File: config.mk
export PLATFORM = sky130hd
export DESIGN_NAME = div_unit
export DESIGN_NICKNAME = d
export VERILOG_FILES = /design/src/rtl/div_pkg.sv /design/src/rtl/div_step.sv /design/src/rtl/div_unit.sv
export SDC_FILE = /design/constraint.sdc
export NUM_CORES = 1
export LEC_CHECK = 0
export BUFFER_PORTS_ARGS = -buffer_cell sky130_fd_sc_hd__buf_2
export CORE_MARGIN = 3
export CORE_UTILIZATION = 57
export CTS_CLUSTER_DIAMETER = 80
export CTS_CLUSTER_SIZE = 40
export DETAILED_ROUTE_END_ITERATION = 10
export PLACE_DENSITY = 0.79
export SLEW_MARGIN = 0
export SYNTH_ARGS = -nofsm -noshare
export SYNTH_HDL_FRONTEND = slang
export SYNTH_SLANG_ARGS = --single-unit
export TNS_END_PERCENT = 50
File: constraint.sdc
create_clock -name clk -period 3.2 [get_ports clk]
set_input_delay 0.48 -clock clk [delete_from_list [all_inputs] [get_ports clk]]
set_output_delay 0.48 -clock clk [all_outputs]
set_load 0.02 [all_outputs]
File: src/rtl/div_pkg.sv
// Shared constants and FSM encoding for the multi-cycle radix-2 divider.
package div_pkg;

    localparam int unsigned DIV_WIDTH = 32;
    localparam int unsigned DIV_CNT_W = $clog2(DIV_WIDTH);

    typedef enum logic [1:0] {
        IDLE = 2'd0,
        BUSY = 2'd1,
        DONE = 2'd2
    } div_state_e;

endpackage

File: src/rtl/div_step.sv
// One restoring-division iteration: shift {rem, quo} left, trial-subtract, restore on borrow.
module div_step
    import div_pkg::*;
#(
    parameter int unsigned WIDTH = DIV_WIDTH
) (
    input  logic [WIDTH-1:0] rem_i,
    input  logic [WIDTH-1:0] quo_i,
    input  logic [WIDTH-1:0] dvs_i,
    output logic [WIDTH-1:0] rem_o,
    output logic [WIDTH-1:0] quo_o
);

    logic [WIDTH:0] rem_sh;
    logic [WIDTH:0] diff;

    // rem < dvs always holds, so WIDTH+1 bits cannot overflow and diff[WIDTH] is the borrow
    assign rem_sh = {rem_i, quo_i[WIDTH-1]};
    assign diff   = rem_sh - {1'b0, dvs_i};

    always_comb begin
        if (!diff[WIDTH]) begin
            rem_o = diff[WIDTH-1:0];
            quo_o = {quo_i[WIDTH-2:0], 1'b1};
        end else begin
            rem_o = rem_sh[WIDTH-1:0];
            quo_o = {quo_i[WIDTH-2:0], 1'b0};
        end
    end

endmodule

File: src/rtl/div_unit.sv
// Multi-cycle DIV/DIVU unit for the execute stage; drives the E-stage stall while busy.
// Define DIV_SIGNED_EN to honour signedE (magnitude conversion and sign correction).
module div_unit
    import div_pkg::*;
#(
    parameter int unsigned WIDTH = DIV_WIDTH
) (
    input  logic             clk,
    input  logic             rst,
    input  logic             startE,
    input  logic             signedE,
    input  logic [WIDTH-1:0] aE,
    input  logic [WIDTH-1:0] bE,
    input  logic             annulE,
    output logic             div_stallE,
    output logic             div_validE,
    output logic [WIDTH-1:0] hi_o,
    output logic [WIDTH-1:0] lo_o
);

    localparam int unsigned CNT_W = (WIDTH == DIV_WIDTH) ? DIV_CNT_W : $clog2(WIDTH);

    div_state_e       state_q;
    logic [CNT_W-1:0] cnt_q;
    logic [WIDTH-1:0] rem_q, quo_q, dvs_q;
    logic [WIDTH-1:0] rem_d, quo_d;
    logic [WIDTH-1:0] hi_q, lo_q;
    logic [WIDTH-1:0] a_mag, b_mag, hi_res, lo_res;
    logic             dz_q, valid_q;

`ifdef DIV_SIGNED_EN
    logic a_neg, b_neg, qneg_q, rneg_q;

    assign a_neg  = signedE & aE[WIDTH-1];
    assign b_neg  = signedE & bE[WIDTH-1];
    assign a_mag  = a_neg ? -aE : aE;
    assign b_mag  = b_neg ? -bE : bE;
    // Divide-by-zero leaves rem = |a|; negating by sign(a) restores a itself
    assign lo_res = dz_q ? '1 : (qneg_q ? -quo_d : quo_d);
    assign hi_res = rneg_q ? -rem_d : rem_d;
`else
    logic unused_signed;

    assign unused_signed = signedE;
    assign a_mag  = aE;
    assign b_mag  = bE;
    assign lo_res = dz_q ? '1 : quo_d;
    assign hi_res = rem_d;
`endif

    div_step #(.WIDTH(WIDTH)) u_step (
        .rem_i (rem_q),
        .quo_i (quo_q),
        .dvs_i (dvs_q),
        .rem_o (rem_d),
        .quo_o (quo_d)
    );

    always_ff @(posedge clk) begin
        if (rst) begin
            state_q <= IDLE;
            cnt_q   <= '0;
            rem_q   <= '0;
            quo_q   <= '0;
            dvs_q   <= '0;
            dz_q    <= 1'b0;
            hi_q    <= '0;
            lo_q    <= '0;
            valid_q <= 1'b0;
`ifdef DIV_SIGNED_EN
            qneg_q  <= 1'b0;
            rneg_q  <= 1'b0;
`endif
        end else begin
            valid_q <= 1'b0;
            if (annulE) begin
                state_q <= IDLE;
            end else begin
                case (state_q)
                    IDLE: begin
                        if (startE) begin
                            rem_q   <= '0;
                            quo_q   <= a_mag;
                            dvs_q   <= b_mag;
                            dz_q    <= (bE == '0);
                            cnt_q   <= CNT_W'(WIDTH - 1);
`ifdef DIV_SIGNED_EN
                            qneg_q  <= a_neg ^ b_neg;
                            rneg_q  <= a_neg;
`endif
                            state_q <= BUSY;
                        end
                    end
                    BUSY: begin
                        rem_q <= rem_d;
                        quo_q <= quo_d;
                        cnt_q <= cnt_q - CNT_W'(1);
                        // Result is registered on entry to DONE so it is visible with the pulse
                        if (cnt_q == '0) begin
                            hi_q    <= hi_res;
                            lo_q    <= lo_res;
                            valid_q <= 1'b1;
                            state_q <= DONE;
                        end
                    end
                    DONE:    state_q <= IDLE;
                    default: state_q <= IDLE;
                endcase
            end
        end
    end

    assign div_stallE = startE & ~annulE & ~rst & (state_q != DONE);
    assign div_validE = valid_q & ~annulE;
    assign hi_o       = hi_q;
    assign lo_o       = lo_q;

endmodule

# Yosys cells after proc, flatten, opt, wreduce, memory -nomap -nowiden

Cells that the tools add are included.
W data, S select, Z words.

Bitwise logic cells: 7
Eq/ne operators: 4
Reduce and logical (&&, ||, !) cells: 10
$add $sub $neg: 2
Mux-type cells: 13

Operators by type and width:

| kind                  | number |
|---|---|
| $mux W32              | 4 |
| $pmux W32 S2          | 2 |
| $sub A33 B32 Y33      | 1 |
| $logic_not A32 Y1     | 1 |
| $pmux W5 S2           | 1 |
| $reduce_and A3 Y1     | 3 |
| $ne A2 B2 Y1 const B  | 3 |
| $logic_not A5 Y1      | 1 |
| $mux W5               | 1 |
| $sub A5 B1 Y5 const B | 1 |
| $and A1 B1 Y1         | 4 |
| $mux W2               | 2 |
| $pmux W2 S2           | 1 |
| $not A1 Y1            | 3 |
| $reduce_or A3 Y1      | 1 |
| $eq A2 B1 Y1 const B  | 1 |
| $logic_not A2 Y1      | 1 |
| $mux W1               | 2 |
| $reduce_and A2 Y1     | 1 |
| $reduce_bool A2 Y1    | 1 |
| $reduce_or A2 Y1      | 1 |

Register bits: 169
Output and inout bits: 66

# Depth between registers and ports, before layout

Word-level depth: 4
Depth in mapped cells: 13
Gate-level depth less buffers: 11

# By module

Synthesis repeated with hierarchy kept, for this count alone.

Cells, all modules: 1166
Area total of the unflattened synthesis: 9407.8 um2

By module, submodules not included:

| module   | times used | area each (um2) | cells an instance | seq. area each (um2) |
|---|---|---|---|---|
| div_unit | 1          | 6816.5          | 830               | 3383.2 |
| div_step | 1          | 2591.2          | 336               | 0.0 |

# Least setup slack after synthesis

OpenSTA, ideal clock, no wires.

Path type: reg2reg
Start: register quo_q[31]
End: register hi_q[21], in the netlist hi_o[21]
Path buffers: 2
Period minus slack after synthesis: 2.814 ns
Setup time: 0.137 ns
Required time: 3.063 ns
Cell stages (with the launch flop): 14
Slack: 0.386 ns
Arrival time: 2.676 ns
Cell sequence: dfxtp_1 inv_1 ha_1 fa_1 nand2b_1 a21oi_1 o211ai_2 a21oi_1 o31a_1 o21a_1 buf_6 buf_6 mux2i_1 a211oi_1

Cells in the longest elaborated chain, start to end: 2

RTL lines:

| element                | RTL line        | source |
|---|---|---|
| from (decl)            | div_unit.sv:25  | `logic [WIDTH-1:0] rem_q, quo_q, dvs_q;` |
| from (signal assigned) | div_unit.sv:83  | `quo_q <= a_mag;` |
| from (signal assigned) | div_unit.sv:96  | `quo_q <= quo_d;` |
| $sub A33 B32 Y33       | div_step.sv:19  | `assign diff = rem_sh - {1'b0, dvs_i};` |
| $mux W32               | div_step.sv:22  | `if (!diff[WIDTH]) begin` |
| to (signal assigned)   | div_unit.sv:100 | `hi_q <= hi_res;` |
| to (decl)              | div_unit.sv:27  | `logic [WIDTH-1:0] hi_q, lo_q;` |

Every way passes these cells.
A chain may end at the register's enable or synchronous reset.

# Final worst setup path

Start: register quo_q[31]
End: register hi_q[22], in the netlist hi_o[22]

Same word-level chain as after synthesis.

==> impl_metrics.ini <==
[timing]
setup_slack_ps = 160
fin_setup_tns_ps = 0
hold_slack_ps = 290
period_needed_ps = 3040
fin_skew_ps = 9.69
finalHoldViolCount = 0
fin_crit_sh = 0.950
worst_slew_pin_slew_ps = 962
fmax_mhz = 329
setup_viol = 0
relSlewSlack = 0.354
final_max_slew_viol_count = 0

[clocking]
cts_tree = yes
clockBufferDepth = 2
cts_num_sinks = 169
root_buffer = clkbuf_16
cts_hold_buf = 0
cts_buffers = 17
clk_pin_slew_ps = 70
cts_max_level = 4
clock_latency_ps = 430

[worst_setup_path]
crit_chain = inv_1 > ha_1 > fa_2 > nand2b_1 > a21oi_1 > buf_4 > o211ai_2 > a21oi_2 > o31a_1 > o21a_4 > buf_12 > mux2i_1 > a211oi_1
crit_fanout = 8
crit_path_end_kind = register
ff2ff_setup_slack_ps = 160
critPathRequiredTime_ps = 3470
crit_slowest_cell = fa_2
cpPeakStageDelay_ps = 360
path_class = register to register
startpoint_type = register
arrival_ps = 3310

[placed_design]
dpl.cell_count = 1305
dp_hpwl_um = 15800
dpl_cell_area_sq_um = 9280
port_buffers = 133
routabilityCongestion = 0.948
dp_slack_ps = 123

[job]
cap_violations = 0

[grt]
grt_max_degree = 81
grt_pass1_vias = 7529
grt_overflow = 0
antenna_found_initial = 0
grt_pass1_wl_um = 36700
track_usage = 0.274

[outcome]
status = completed

[finish]
final_core_util = 0.710
ff_latch_area_sq_um = 3380
diodes = 0
fin_area_sq_um = 10100
multi_input_area_sq_um = 4770
layoutNonFillerInstCount = 1344
syn_to_final_growth_pct = 18.6
drive_gt1_frac = 0.196
final.fill_count = 1163
finalNetCount = 1255

[detailed_routing]
vias = 8071
wirelength_um = 23100
detail_route.first_pass.iterations = 6
drt_iter0_drc = 702
via_per_inst = 6.01
post_drt_wl_per_cell_um = 17.2
final_antenna_net_count = 0
route.detailed.drc = 0

[die]
dieArea_sq_um = 16400
io_pins = 135
core_area_sq_um = 14200
row_count = 43
die_y_um = 128
die_w_um = 128
start_util = 0.598

[synthesis]
async_flop_share = 0
synth_compound_area_frac = 0.210
syn-cell-area_sq_um = 8500
yosysSeqAreaShare = 0.398
synth_warnings = 0
synth_cells = 1044
synth_edf_count = 0
syn_nets = 1148
synthXorXnorAreaFrac = 0.0258
synthDistinctLibCells = 63
synth_top_family_by_area = simple AND/OR/NAND/NOR gates
yosysMostFrequentCell = dfxtp_1
synthAdderAreaFrac = 0.0524
synth_top_area_frac = 0.398
yosys-top-cells-count = dfxtp_1 (169), nand2_1 (129), nor2_1 (122), nor3_1 (76), a21oi_1 (69)
synth-simple-area-share = 0.211
synthTopCellsByArea = dfxtp_1 (40%), nand2_1 (5.7%), nor2_1 (5.4%), ha_1 (5.0%), mux2i_1 (4.6%)
avgSynthCellArea_sq_um = 8.14
synth_mux_area_frac = 0.0459
synth_seq_cells = 169
ys_dominant_reg_cell = dfxtp_1
synth_top_area_cell = dfxtp_1

[power_and_ir_drop]
p_sw_frac = 0.302
p_total_mw = 5.46
pwr-share-seq = 0.408
power_frac_clock = 0.370
powerDensity_nw_per_um2 = 542
combinationalPowerShare = 0.221
p_leak_nw = 4.19
switching_power_mw = 1.65
p_int_mw = 3.81
ir_drop_v = 0.000416

[hold_path]
hp-class = input port to register
-- registers in the layout (all words and copies together) (netlist names) --
signal,flops
dvs_q,32
lo_o,32
dz_q,1
valid_q,1
rem_q,32
hi_o,32
quo_q,32
cnt_q,5
state_q,2
-- path summary, 6_finish.rpt --
path,endpoint,from,depth (start not counted)
worst max-delay path,hi_o[22]$_SDFFE_PP0P_,quo_q[31]$_SDFFE_PP0P_,13
worst max register to register,hi_o[22]$_SDFFE_PP0P_,quo_q[31]$_SDFFE_PP0P_,13
worst min register to register,dvs_q[24]$_SDFFE_PP0P_,dvs_q[24]$_SDFFE_PP0P_,2
worst min-delay path,dvs_q[2]$_SDFFE_PP0P_,bE[2],3
-- final cells by class --
| type | count | area share |
|---|---|---|
| Clock buffer | 19 | 0.0439 |
| Multi-Input combinational cell | 760 | 0.473 |
| Sequential cell | 169 | 0.336 |
| Clock inverter | 13 | 0.0130 |
| Tap cell | 180 | 0.0223 |
| Inverter | 39 | 0.0145 |
| Timing Repair Buffer | 164 | 0.0974 |
-- metal layers --
metal  wire (um)  vias to the layer above  GRT usage
li1            -                     3967          -
met1       10000                     3791      0.357
met5           0                        -          0
met2       10800                      278      0.438
met3        1770                       35     0.0775
met4         498                        0     0.0961
-- layout by cell type (no fill, tap or decap), types with 11 or more instances in the layout --
| cell type | count |
|---|---|
| buf_2 | 132 |
| a222oi_1 | 21 |
| o211ai_1 | 12 |
| nand2_1 | 129 |
| a21oi_1 | 68 |
| nor4_1 | 11 |
| inv_1 | 39 |
| a211oi_1 | 46 |
| nor3_1 | 75 |
| a21o_1 | 13 |
| nand3_1 | 11 |
| buf_4 | 26 |
| o21ai_1 | 13 |
| mux2i_1 | 24 |
| xnor2_1 | 17 |
| clkbuf_16 | 20 |
| o21ai_0 | 33 |
| nor2_1 | 121 |
| ha_1 | 34 |
| mux2i_2 | 12 |
| dfxtp_1 | 168 |
-- critical path, delay by kind of cell, from the launching register on --
kind | cells | cell delay [ps]
AND/OR/NAND/NOR | 1 | 180
buffers and inverters | 3 | 380
flip-flops | 1 | 340
multiplexers | 1 | 270
adder cells (fa/ha/maj) | 2 | 570
AO/OA/AOI/OAI | 6 | 1130
-- cells by family (layout without fill, tap and decap cells) --
kind of cell / Yosys count / after routing
DFF: 169 / 169
AOI/OAI and AO/OA: 261 / 261
xor gates and xnor gates: 25 / 25
muxes: 39 / 39
and+or+nand+nor: 400 / 400
buffers and inverters: 115 / 235
adders and majority gates: 35 / 35
-- timing repair --
action	in CTS	in global routing
gates resized for setup	0	28
setup endpoints to repair	0	61
buffers inserted	0	3
-- power by group through the flow --
stage	Clock (mW)	Sequential (mW)	Combinational, mW
2_1_floorplan	0	2.29	0.741
3_3_place_gp	0	2.27	1.02
3_5_place_dp	0	2.28	1.04
4_1_cts	2.04	2.23	1.05
5_1_grt	2.15	2.24	1.30
6_report	2.02	2.23	1.21
Power figures use the tool's default switching activity.
